File: config.mk
export PLATFORM = sky130hd
export DESIGN_NAME = sw_seq_loader
export DESIGN_NICKNAME = d
export VERILOG_FILES = /design/src/rtl/sw_seq_loader.sv
export SDC_FILE = /design/constraint.sdc
export NUM_CORES = 1
export LEC_CHECK = 0
export CAP_MARGIN = 10
export CORE_MARGIN = 5
export CORE_UTILIZATION = 45
export CTS_CLUSTER_DIAMETER = 80
export DETAILED_ROUTE_END_ITERATION = 10
export SLEW_MARGIN = 25
export SYNTH_ARGS = -nofsm -noshare
export SYNTH_HDL_FRONTEND = slang
export SYNTH_SLANG_ARGS = --single-unit
File: constraint.sdc
create_clock -name clk -period 11.3 [get_ports clk]
set_clock_uncertainty 0.1 [all_clocks]
set_input_delay 1.695 -clock clk [delete_from_list [all_inputs] [get_ports clk]]
set_output_delay 1.695 -clock clk [all_outputs]
set_load 0.02 [all_outputs]
File: src/rtl/sw_seq_loader.sv
// sw_seq_loader: host byte-stream front end for the Smith-Waterman scoring core.
// Encodes ASCII nucleotides to 2 bits (A=00 C=01 G=10 T=11, case-insensitive),
// buffers one reference (REF_LEN) plus one query (QUERY_LEN) and replays them to
// the core as a gap-free burst of REF_LEN valid cycles, then waits for the core's
// finish pulse before the next burst.
//
// Build option: define SW_SEQ_LOADER_DBUF_EN for two ping-pong banks, so the next
// pair can load while the current one streams. Default build is single bank.
//
// Ports:
//   clk, reset          clock, asynchronous active-high reset
//   in_valid/in_ready   host character handshake, in_data is the ASCII byte
//   sw_valid            burst valid to the core
//   sw_data_ref/query   2-bit encoded characters to the core (00 when idle)
//   sw_finish           core finish pulse
//   busy                a pair is streaming or awaiting finish
//   err                 sticky flag: an accepted byte was not a nucleotide
module sw_seq_loader #(
  parameter int unsigned REF_LEN   = 64,
  parameter int unsigned QUERY_LEN = 48,
  parameter int unsigned W_CNT     = 7
) (
  input  logic       clk,
  input  logic       reset,
  input  logic       in_valid,
  output logic       in_ready,
  input  logic [7:0] in_data,
  output logic       sw_valid,
  output logic [1:0] sw_data_ref,
  output logic [1:0] sw_data_query,
  input  logic       sw_finish,
  output logic       busy,
  output logic       err
);

  localparam int unsigned RI_W = (REF_LEN > 1) ? $clog2(REF_LEN) : 1;
  localparam int unsigned QI_W = (QUERY_LEN > 1) ? $clog2(QUERY_LEN) : 1;
  localparam logic [W_CNT-1:0] REF_LAST = W_CNT'(REF_LEN - 1);
  localparam logic [W_CNT-1:0] QRY_LAST = W_CNT'(QUERY_LEN - 1);
  localparam logic [W_CNT-1:0] QRY_END  = W_CNT'(QUERY_LEN);
  localparam logic [W_CNT-1:0] CNT_ONE  = W_CNT'(1);

  // Returns {illegal, code}; illegal bytes encode as 00.
  function automatic logic [2:0] encode(input logic [7:0] c);
    case (c)
      8'h41, 8'h61: encode = 3'b000;
      8'h43, 8'h63: encode = 3'b001;
      8'h47, 8'h67: encode = 3'b010;
      8'h54, 8'h74: encode = 3'b011;
      default:      encode = 3'b100;
    endcase
  endfunction

  logic       accept;
  logic [2:0] enc;
  logic [1:0] code;
  logic       illegal;

  assign accept  = in_valid & in_ready;
  assign enc     = encode(in_data);
  assign code    = enc[1:0];
  assign illegal = enc[2];

  // Sticky illegal-character flag.
  always_ff @(posedge clk or posedge reset) begin
    if (reset) begin
      err <= 1'b0;
    end else if (accept && illegal) begin
      err <= 1'b1;
    end
  end

`ifdef SW_SEQ_LOADER_DBUF_EN

  typedef enum logic {L_REF, L_QRY} load_t;
  typedef enum logic [1:0] {S_IDLE, S_STREAM, S_WAIT} strm_t;

  load_t            lstate;
  strm_t            sstate;
  logic [W_CNT-1:0] lcnt;
  logic [W_CNT-1:0] scnt;
  logic [W_CNT-1:0] nxt_k;
  logic             wr_bank;
  logic             wr_bank_nxt;
  logic             rd_bank;
  logic [1:0]       full;
  logic [1:0]       full_nxt;
  logic             load_done;
  logic             fin_rel;
  logic             start;
  logic             start_bank;
  logic [1:0]       ref_buf [2][REF_LEN];
  logic [1:0]       qry_buf [2][QUERY_LEN];
  logic [1:0]       ref_first;
  logic [1:0]       qry_first;
  logic [1:0]       ref_nxt;
  logic [1:0]       qry_nxt;

  assign load_done   = accept && (lstate == L_QRY) && (lcnt == QRY_LAST);
  assign fin_rel     = (sstate == S_WAIT) && sw_finish;
  assign wr_bank_nxt = load_done ? ~wr_bank : wr_bank;
  assign nxt_k       = scnt + CNT_ONE;

  // A bank is full from its last query accept until the core finishes with it.
  always_comb begin
    full_nxt = full;
    if (load_done) full_nxt[wr_bank] = 1'b1;
    if (fin_rel)   full_nxt[rd_bank] = 1'b0;
  end

  // Burst launch: a pair completing this cycle counts as available, so the
  // first burst follows the last accept with no extra cycle.
  always_comb begin
    start      = 1'b0;
    start_bank = rd_bank;
    if (sstate == S_IDLE) begin
      start = full[rd_bank] | (load_done & (wr_bank == rd_bank));
    end else if (fin_rel) begin
      start_bank = ~rd_bank;
      start      = full[~rd_bank] | (load_done & (wr_bank == ~rd_bank));
    end
  end

  // Query element 0 may be written on the launch edge when QUERY_LEN is 1.
  assign ref_first = ref_buf[start_bank][0];
  assign qry_first = ((QUERY_LEN == 1) && load_done && (wr_bank == start_bank))
                     ? code : qry_buf[start_bank][0];
  assign ref_nxt   = ref_buf[rd_bank][RI_W'(nxt_k)];
  assign qry_nxt   = (nxt_k < QRY_END) ? qry_buf[rd_bank][QI_W'(nxt_k)] : 2'b00;

  // Character storage into the bank being loaded.
  always_ff @(posedge clk or posedge reset) begin
    if (reset) begin
      ref_buf <= '{default: '0};
      qry_buf <= '{default: '0};
    end else if (accept) begin
      if (lstate == L_REF) ref_buf[wr_bank][RI_W'(lcnt)] <= code;
      else                 qry_buf[wr_bank][QI_W'(lcnt)] <= code;
    end
  end

  // Load FSM: fills banks alternately; ready whenever the target bank is free.
  always_ff @(posedge clk or posedge reset) begin
    if (reset) begin
      lstate   <= L_REF;
      lcnt     <= '0;
      wr_bank  <= 1'b0;
      full     <= 2'b00;
      in_ready <= 1'b0;
    end else begin
      full     <= full_nxt;
      wr_bank  <= wr_bank_nxt;
      in_ready <= ~full_nxt[wr_bank_nxt];
      if (accept) begin
        case (lstate)
          L_REF: begin
            if (lcnt == REF_LAST) begin
              lcnt   <= '0;
              lstate <= L_QRY;
            end else begin
              lcnt <= lcnt + CNT_ONE;
            end
          end
          L_QRY: begin
            if (lcnt == QRY_LAST) begin
              lcnt   <= '0;
              lstate <= L_REF;
            end else begin
              lcnt <= lcnt + CNT_ONE;
            end
          end
          default: lstate <= L_REF;
        endcase
      end
    end
  end

  // Stream FSM: replays banks in order 0,1,0,... to the core.
  always_ff @(posedge clk or posedge reset) begin
    if (reset) begin
      sstate        <= S_IDLE;
      scnt          <= '0;
      rd_bank       <= 1'b0;
      sw_valid      <= 1'b0;
      sw_data_ref   <= 2'b00;
      sw_data_query <= 2'b00;
      busy          <= 1'b0;
    end else begin
      case (sstate)
        S_IDLE: begin
          if (start) begin
            sstate        <= S_STREAM;
            scnt          <= '0;
            sw_valid      <= 1'b1;
            busy          <= 1'b1;
            sw_data_ref   <= ref_first;
            sw_data_query <= qry_first;
          end
        end
        S_STREAM: begin
          if (scnt == REF_LAST) begin
            sstate        <= S_WAIT;
            scnt          <= '0;
            sw_valid      <= 1'b0;
            sw_data_ref   <= 2'b00;
            sw_data_query <= 2'b00;
          end else begin
            scnt          <= nxt_k;
            sw_data_ref   <= ref_nxt;
            sw_data_query <= qry_nxt;
          end
        end
        S_WAIT: begin
          if (sw_finish) begin
            rd_bank <= ~rd_bank;
            if (start) begin
              sstate        <= S_STREAM;
              scnt          <= '0;
              sw_valid      <= 1'b1;
              sw_data_ref   <= ref_first;
              sw_data_query <= qry_first;
            end else begin
              sstate <= S_IDLE;
              busy   <= 1'b0;
            end
          end
        end
        default: sstate <= S_IDLE;
      endcase
    end
  end

`else

  typedef enum logic [1:0] {LOAD_REF, LOAD_QRY, STREAM, WAIT_FIN} state_t;

  state_t           state;
  logic [W_CNT-1:0] cnt;
  logic [W_CNT-1:0] nxt_k;
  logic [1:0]       ref_buf [REF_LEN];
  logic [1:0]       qry_buf [QUERY_LEN];
  logic [1:0]       qry_first;
  logic [1:0]       ref_nxt;
  logic [1:0]       qry_nxt;

  assign nxt_k     = cnt + CNT_ONE;
  // Query element 0 is being written on the launch edge when QUERY_LEN is 1.
  assign qry_first = (QUERY_LEN == 1) ? code : qry_buf[0];
  assign ref_nxt   = ref_buf[RI_W'(nxt_k)];
  assign qry_nxt   = (nxt_k < QRY_END) ? qry_buf[QI_W'(nxt_k)] : 2'b00;

  // Character storage; accepts only occur in the two load states.
  always_ff @(posedge clk or posedge reset) begin
    if (reset) begin
      ref_buf <= '{default: '0};
      qry_buf <= '{default: '0};
    end else if (accept) begin
      if (state == LOAD_REF)      ref_buf[RI_W'(cnt)] <= code;
      else if (state == LOAD_QRY) qry_buf[QI_W'(cnt)] <= code;
    end
  end

  // Main FSM: load ref, load query, burst, wait for the core.
  always_ff @(posedge clk or posedge reset) begin
    if (reset) begin
      state         <= LOAD_REF;
      cnt           <= '0;
      in_ready      <= 1'b0;
      sw_valid      <= 1'b0;
      sw_data_ref   <= 2'b00;
      sw_data_query <= 2'b00;
      busy          <= 1'b0;
    end else begin
      case (state)
        LOAD_REF: begin
          in_ready <= 1'b1;
          if (accept) begin
            if (cnt == REF_LAST) begin
              cnt   <= '0;
              state <= LOAD_QRY;
            end else begin
              cnt <= nxt_k;
            end
          end
        end
        LOAD_QRY: begin
          in_ready <= 1'b1;
          if (accept) begin
            if (cnt == QRY_LAST) begin
              cnt           <= '0;
              state         <= STREAM;
              in_ready      <= 1'b0;
              sw_valid      <= 1'b1;
              busy          <= 1'b1;
              sw_data_ref   <= ref_buf[0];
              sw_data_query <= qry_first;
            end else begin
              cnt <= nxt_k;
            end
          end
        end
        STREAM: begin
          if (cnt == REF_LAST) begin
            cnt           <= '0;
            state         <= WAIT_FIN;
            sw_valid      <= 1'b0;
            sw_data_ref   <= 2'b00;
            sw_data_query <= 2'b00;
          end else begin
            cnt           <= nxt_k;
            sw_data_ref   <= ref_nxt;
            sw_data_query <= qry_nxt;
          end
        end
        WAIT_FIN: begin
          if (sw_finish) begin
            state    <= LOAD_REF;
            in_ready <= 1'b1;
            busy     <= 1'b0;
          end
        end
        default: state <= LOAD_REF;
      endcase
    end
  end

`endif

endmodule

==> results.ini, run 1 <==
[finish]
final_area_um2=13430
nets=976
utilization=0.5040
post_route_cells_drive_above_1_share=0.3606
area_growth_pct=11.42
diodes=0

[clock_network]
clkSinkCount=241
cts_setup_buffers=0
cts_root_buffer=clkbuf_16
clk_pin_slew_worst_paths_ns=0.06
htree_levels=1
numCtsBuffers=28
clock_latency_ns=0.54
clock_path_buffers=3
postCtsHoldBufs=0
cts_tree=yes
cts_resized=0

[route]
dr.pass1.iters=5
drc=0
postRouteAntennaNets=0
routed_wl_um=28780
post_drt_wl_per_cell_um=21.80
drtIter0Drc=656
viasPerCell=5.846
vias=7717

[timing]
relSlewSlack=0.3062
maxSlewViolCount=0
fin_tns_setup_ns=0
post-route-worst-setup-slack_ns=7.172
setup_viol=0
tightest_slew_ns=1.041
fmax_mhz=242.3
hold_viol_final=0
fin_crit_sh=0.3653
rsz0062_at_grt=no
min_period_ns=4.128

[worst_setup_path]
crit_fanout=31
cp_data_arrival_time_ns=4.44
startpoint_type=register
crit_required_ns=11.61
end_kind=register
crit_type=reg2reg
reg2regPathDepth=8

[placement]
dp_slack_ns=6.673
io_buffers=18
gp_congestion=0.8231
placed_area_um2=12500
dp_hpwl_um=18470

[logic_synthesis]
syn_area_um2=12060
synth.distinct_cells=55
seq_area_frac_synth=0.5003
ys_warn_count=0
yosys_register_bits=241
synth_edf_count=0
async_reset_ff_frac=1.000
syn-instance-count=961
synth_area_per_cell_um2=12.54
ys.flop_type=dfrtp_1
syn_nets=979

[grt]
grt_usage=0.1938
grt_pass1_wl_um=47030
antenna_found_initial=0
grt-ovfl-total=0
grt_pass1_vias=8012
grt_max_degree=99

[floorplan]
die_y_um=173.7
start_util=0.4523
die_x_um=173.7
core_um2=26650
row_count=60
num_io_pins=20
die-area_um2=30160

[flow_run]
maxCapViolCount=0

[min_path]
hold_class=reg2reg
worstHoldPathCells=1

[power]
powerDensity_nw_per_um2=204.6
vdd_drop_max_v=0.0001704
leakage_nw=6.072

[status]
status=finished clean

registers in the layout, summed over array words and instances (netlist names):
signal         cells
sw_data_ref        2
cnt                7
in_ready           1
err                1
sw_valid           1
busy               1
ref_buf          128
sw_data_query      2
state              2
qry_first          2
qry_buf           94
through the flow:
stage / hold WS, ns / power (W) / instances
finish: 0.3655 / 0.002749 / 1320
global route: 0.3959 / 0.002880 / 1320
CTS: 0.3739 / 0.002773 / 1320
detailed placement: 0.3598 / 0.001873 / 1269
global placement: 0.3547 / 0.001863 / 1269
floorplan: 0.3703 / 0.001604 / 961
cells by family after synthesis:
logic type | Yosys count | share of synthesized area
compound gates | 64 | 0.03716
xor+xnor | 9 | 0.006539
fa+ha+maj | 6 | 0.006227
buf+inv | 70 | 0.02771
flops | 241 | 0.5003
mux | 292 | 0.3193
simple gates | 279 | 0.1029
report_power, final:
group          internal, W  switching [W]  total, W
Clock             0.000542       0.000353  0.000894
Combinational     0.000314       0.000573  0.000887
Sequential        0.000894      0.0000728  0.000967
metal layers:
metal | vias to the layer above | wire [um] | part of all wire | GRT usage
met5 | - | 0 | 0 | 0
met4 | 0 | 376 | 0.013 | 0.03629
met3 | 31 | 1367 | 0.048 | 0.02901
met2 | 159 | 13500 | 0.47 | 0.3050
met1 | 4066 | 13530 | 0.47 | 0.2906
li1 | 3461 | - | - | -
synthesized netlist by cell type (6+ instances only):
master    number  area share
inv_1          7      0.0022
dfrtp_1      241        0.50
nand3_1       11      0.0046
xnor2_1        6      0.0044
o21ai_0       19      0.0079
nor2b_1        6      0.0031
mux4_2        47       0.088
mux2i_1       11      0.0091
mux2_2       231        0.22
a21oi_1        9      0.0037
nor3_1         6      0.0025
nand2_1      100       0.031
clkbuf_1      34       0.011
nor2_1       110       0.034
or2_2          6      0.0031
nor3b_1        7      0.0044
nand4_1        6      0.0031
ha_1           6      0.0062
buf_2         21      0.0087
cell type report:
type | instances | area (um2)
clock buffers | 43 | 858.3
clock inverters | 8 | 65.06
fillers | 2315 | 13220
inverters | 8 | 37.54
multi-input cells | 650 | 5746
flip-flops and latches | 241 | 6032
well taps | 341 | 426.7
repair buffers | 29 | 266.5
cells in the final DEF (no fill, tap or decap), drive strengths merged, types with 3 or more instances in the layout:
cell	Yosys	final
dfrtp	241	241
mux2	231	231
nor2	110	110
nand2	100	100
mux4	50	50
clkbuf	34	43
o21ai	21	21
clkdlybuf4s50	0	18
nand3	11	11
mux2i	11	11
buf	28	11
a21oi	9	9
inv	8	8
nor3b	7	7
clkinv	0	7
nand4	7	7
nor2b	6	6
nor3	6	6
or2	6	6
ha	6	6
xnor2	6	6
nand3b	5	5
and2	5	5
nand2b	5	5
or3	4	4
a32oi	4	4
o31ai	3	3
o221ai	3	3
xor2	3	3
critical path: stages, from the launching register on:
cell     delay [ns]
dfrtp_2        0.87
ha_2           0.77
buf_4          0.57
inv_2          0.21
mux4_1         0.52
mux2_2         0.28
o22ai_1        0.13
nor3_1         0.09
o41a_1         0.43
final timing paths:
path	startpoint	endpoint	slack [ns]
max in group asynchronous	reset	cnt[0]	8.10
hold reg to reg	err	err	0.37
setup / recovery	cnt[0]	sw_data_ref[1]	7.17
min in group asynchronous	reset	qry_buf[2]	1.59
hold / removal	err	err	0.37
setup reg to reg	cnt[0]	sw_data_ref[1]	7.17
Power figures use the tool's default switching activity.
==> inputs of run 2 (changes only) <==
Clock period 11.3 ns to 3.3 ns, I/O delays scaled along.
==> run 2 against run 1 <==
Effect of this change:
- global-route usage is 0.50 points higher
- sequential cell count stayed put
- critical path depth is 1 lower
- power grew to 3.5 times the previous value
- via count is 0.83% higher
- largest power group is now combinational cells
- register-to-register slack worse by 6.9 ns
==> results.ini, run 2 (synthesis gave the netlist of run 1 again) <==
[status]
status=finished clean

[placement]
dp_cells=1301  ; +2.5%
dp_hpwl_um=19610  ; +6.2%
io_buffers=18  ; unchanged
placed_area_um2=12900  ; +3.2%
gp_congestion=0.8144  ; -1.1%

[finish]
fin_cells=1349  ; +2.2%
mostFrequentLayoutCells=dfrtp_1 (240), mux2_2 (231), nor2_1 (109)
final_area_um2=13810  ; +2.8%
top_register=ref_buf
nets=1007  ; +3.2%
reg.largest.list=ref_buf (128), qry_buf (94), cnt (7)
mostFrequentLayoutCell=dfrtp_1
diodes=0  ; unchanged
nFillCells=2304  ; -0.48%
area_growth_pct=14.56
post_route_cells_drive_above_1_share=0.3819  ; +0.02137
largest_reg_flops=128  ; unchanged

[worst_setup_path]
crit_required_ns=3.61  ; -8.00 ns
slowest_stage=xnor2_2
worstPathCellList=ha_2 > xnor2_2 > mux4_2 > mux2_2 > o22ai_1 > nor3_1 > o41a_1
end_kind=register
startpoint_type=register
crit_type=reg2reg
path_delay_family=XOR/XNOR gates
cp_data_arrival_time_ns=3.37  ; -1.07 ns
crit_buf_inv=0  ; -2
crit_fanout=9  ; -71%
critical-path-max-stage-delay_ns=0.71  ; -0.16 ns

[route]
post_drt_wl_per_cell_um=21.82  ; about the same
vias=7781  ; +0.83%
routed_wl_um=29440  ; +2.3%
postRouteAntennaNets=0  ; unchanged
dr.pass1.iters=5  ; unchanged
drtIter0Drc=523  ; -20%
drc=0  ; unchanged
viasPerCell=5.768  ; -1.3%

[timing]
hold_viol_final=0  ; unchanged
tightest_slew_ns=1.006  ; -0.03426 ns
maxSlewViolCount=0  ; unchanged
relSlewSlack=0.3280  ; +0.02177
setup_viol=0  ; unchanged
rsz0062_at_grt=no
fin_tns_setup_ns=0  ; unchanged
min_period_ns=3.058  ; -1.069 ns
fmax_mhz=327.0  ; +35%
fin_crit_sh=0.9268  ; +0.5615

[floorplan]
num_io_pins=20  ; unchanged
die_x_um=173.7  ; unchanged
start_util=0.4523  ; unchanged
die_y_um=173.7  ; unchanged
core_um2=26650  ; unchanged
row_count=60  ; unchanged
die-area_um2=30160  ; unchanged

[clock_network]
clk_pin_slew_worst_paths_ns=0.06  ; about the same
cts_tree=yes
cts_resized=0  ; unchanged
cts_setup_buffers=0  ; unchanged
htree_levels=1  ; unchanged
clkSinkCount=241  ; unchanged
postCtsHoldBufs=0  ; unchanged
cts_root_buffer=clkbuf_16
clock_path_buffers=3  ; unchanged
numCtsBuffers=27  ; -3.6%
clock_latency_ns=0.53  ; about the same

[min_path]
hold_class=in2async

[power]
powerDensity_nw_per_um2=696.5  ; +240%
leakage_nw=6.239  ; +2.8%
vdd_drop_max_v=0.0004721  ; +180%

[grt]
antenna_found_initial=0  ; unchanged
grt_pass1_vias=8144  ; +1.6%
grt_pass1_wl_um=48130  ; +2.3%
grt_usage=0.1988  ; +0.004962
grt-ovfl-total=0  ; unchanged
grt_max_degree=113  ; +14%

[flow_run]
maxCapViolCount=0  ; unchanged

run 2: cell types whose count changed in the layout (fill, tap and decap cells not counted), sizes merged:
cell	before	now
inv	8	7
clkbuf	43	34
bufinv	1	3
buf	11	43
clkinvlp	0	5
run 2: where the power goes:
group	leakage [nW]	internal, W	switching, W
clock network	0.442	0.00185	0.00123
registers	3.34	0.00306	0.000159
logic	2.46	0.00124	0.00207
run 2: final cells by class:
class,instances,area [um2],share of cell area
repair buffers,61,665.6,0.04820
well taps,341,426.7,0.03089
inverters,8,33.78,0.002446
clock inverters,14,162.7,0.01178
multi-input cells,650,5738,0.4155
clock buffers,34,752.0,0.05445
flip-flops and latches,241,6032,0.4368
run 2: layer usage:
metal,share of wire,track usage,routed length (um),up-vias
met3,0.049,0.02792,1444,41
met2,0.46,0.3154,13680,171
met4,0.019,0.04520,566,0
li1,-,-,-,3524
met5,0,0,0,-
met1,0.47,0.2935,13740,4045
run 2: final timing paths:
path                        start              to  slack [ns]  cells after the start
max                        cnt[0]  sw_data_ref[1]        0.24                      7
min                         reset    qry_first[1]        0.35                      2
max reg2reg                cnt[0]  sw_data_ref[1]        0.24                      7
min reg2reg                   err             err        0.36                      1
max in group asynchronous   reset     ref_buf[80]        1.96                      3
min in group clk              err             err        0.36                      1
run 2: stage by stage:
stage | total power (W) | util | hold WS, ns | setup slack [ns]
finish | 0.009619 | 0.5182 | 0.3500 | 0.2416
detailed placement | 0.006585 | 0.4839 | 0.3536 | 0.2878
global placement | 0.006575 | 0.4839 | 0.3500 | 0.3103
global route | 0.01008 | 0.5182 | 0.3882 | 0.2166
CTS | 0.009693 | 0.5182 | 0.3502 | 0.2621
floorplan | 0.005493 | - | 0.3703 | -0.4568
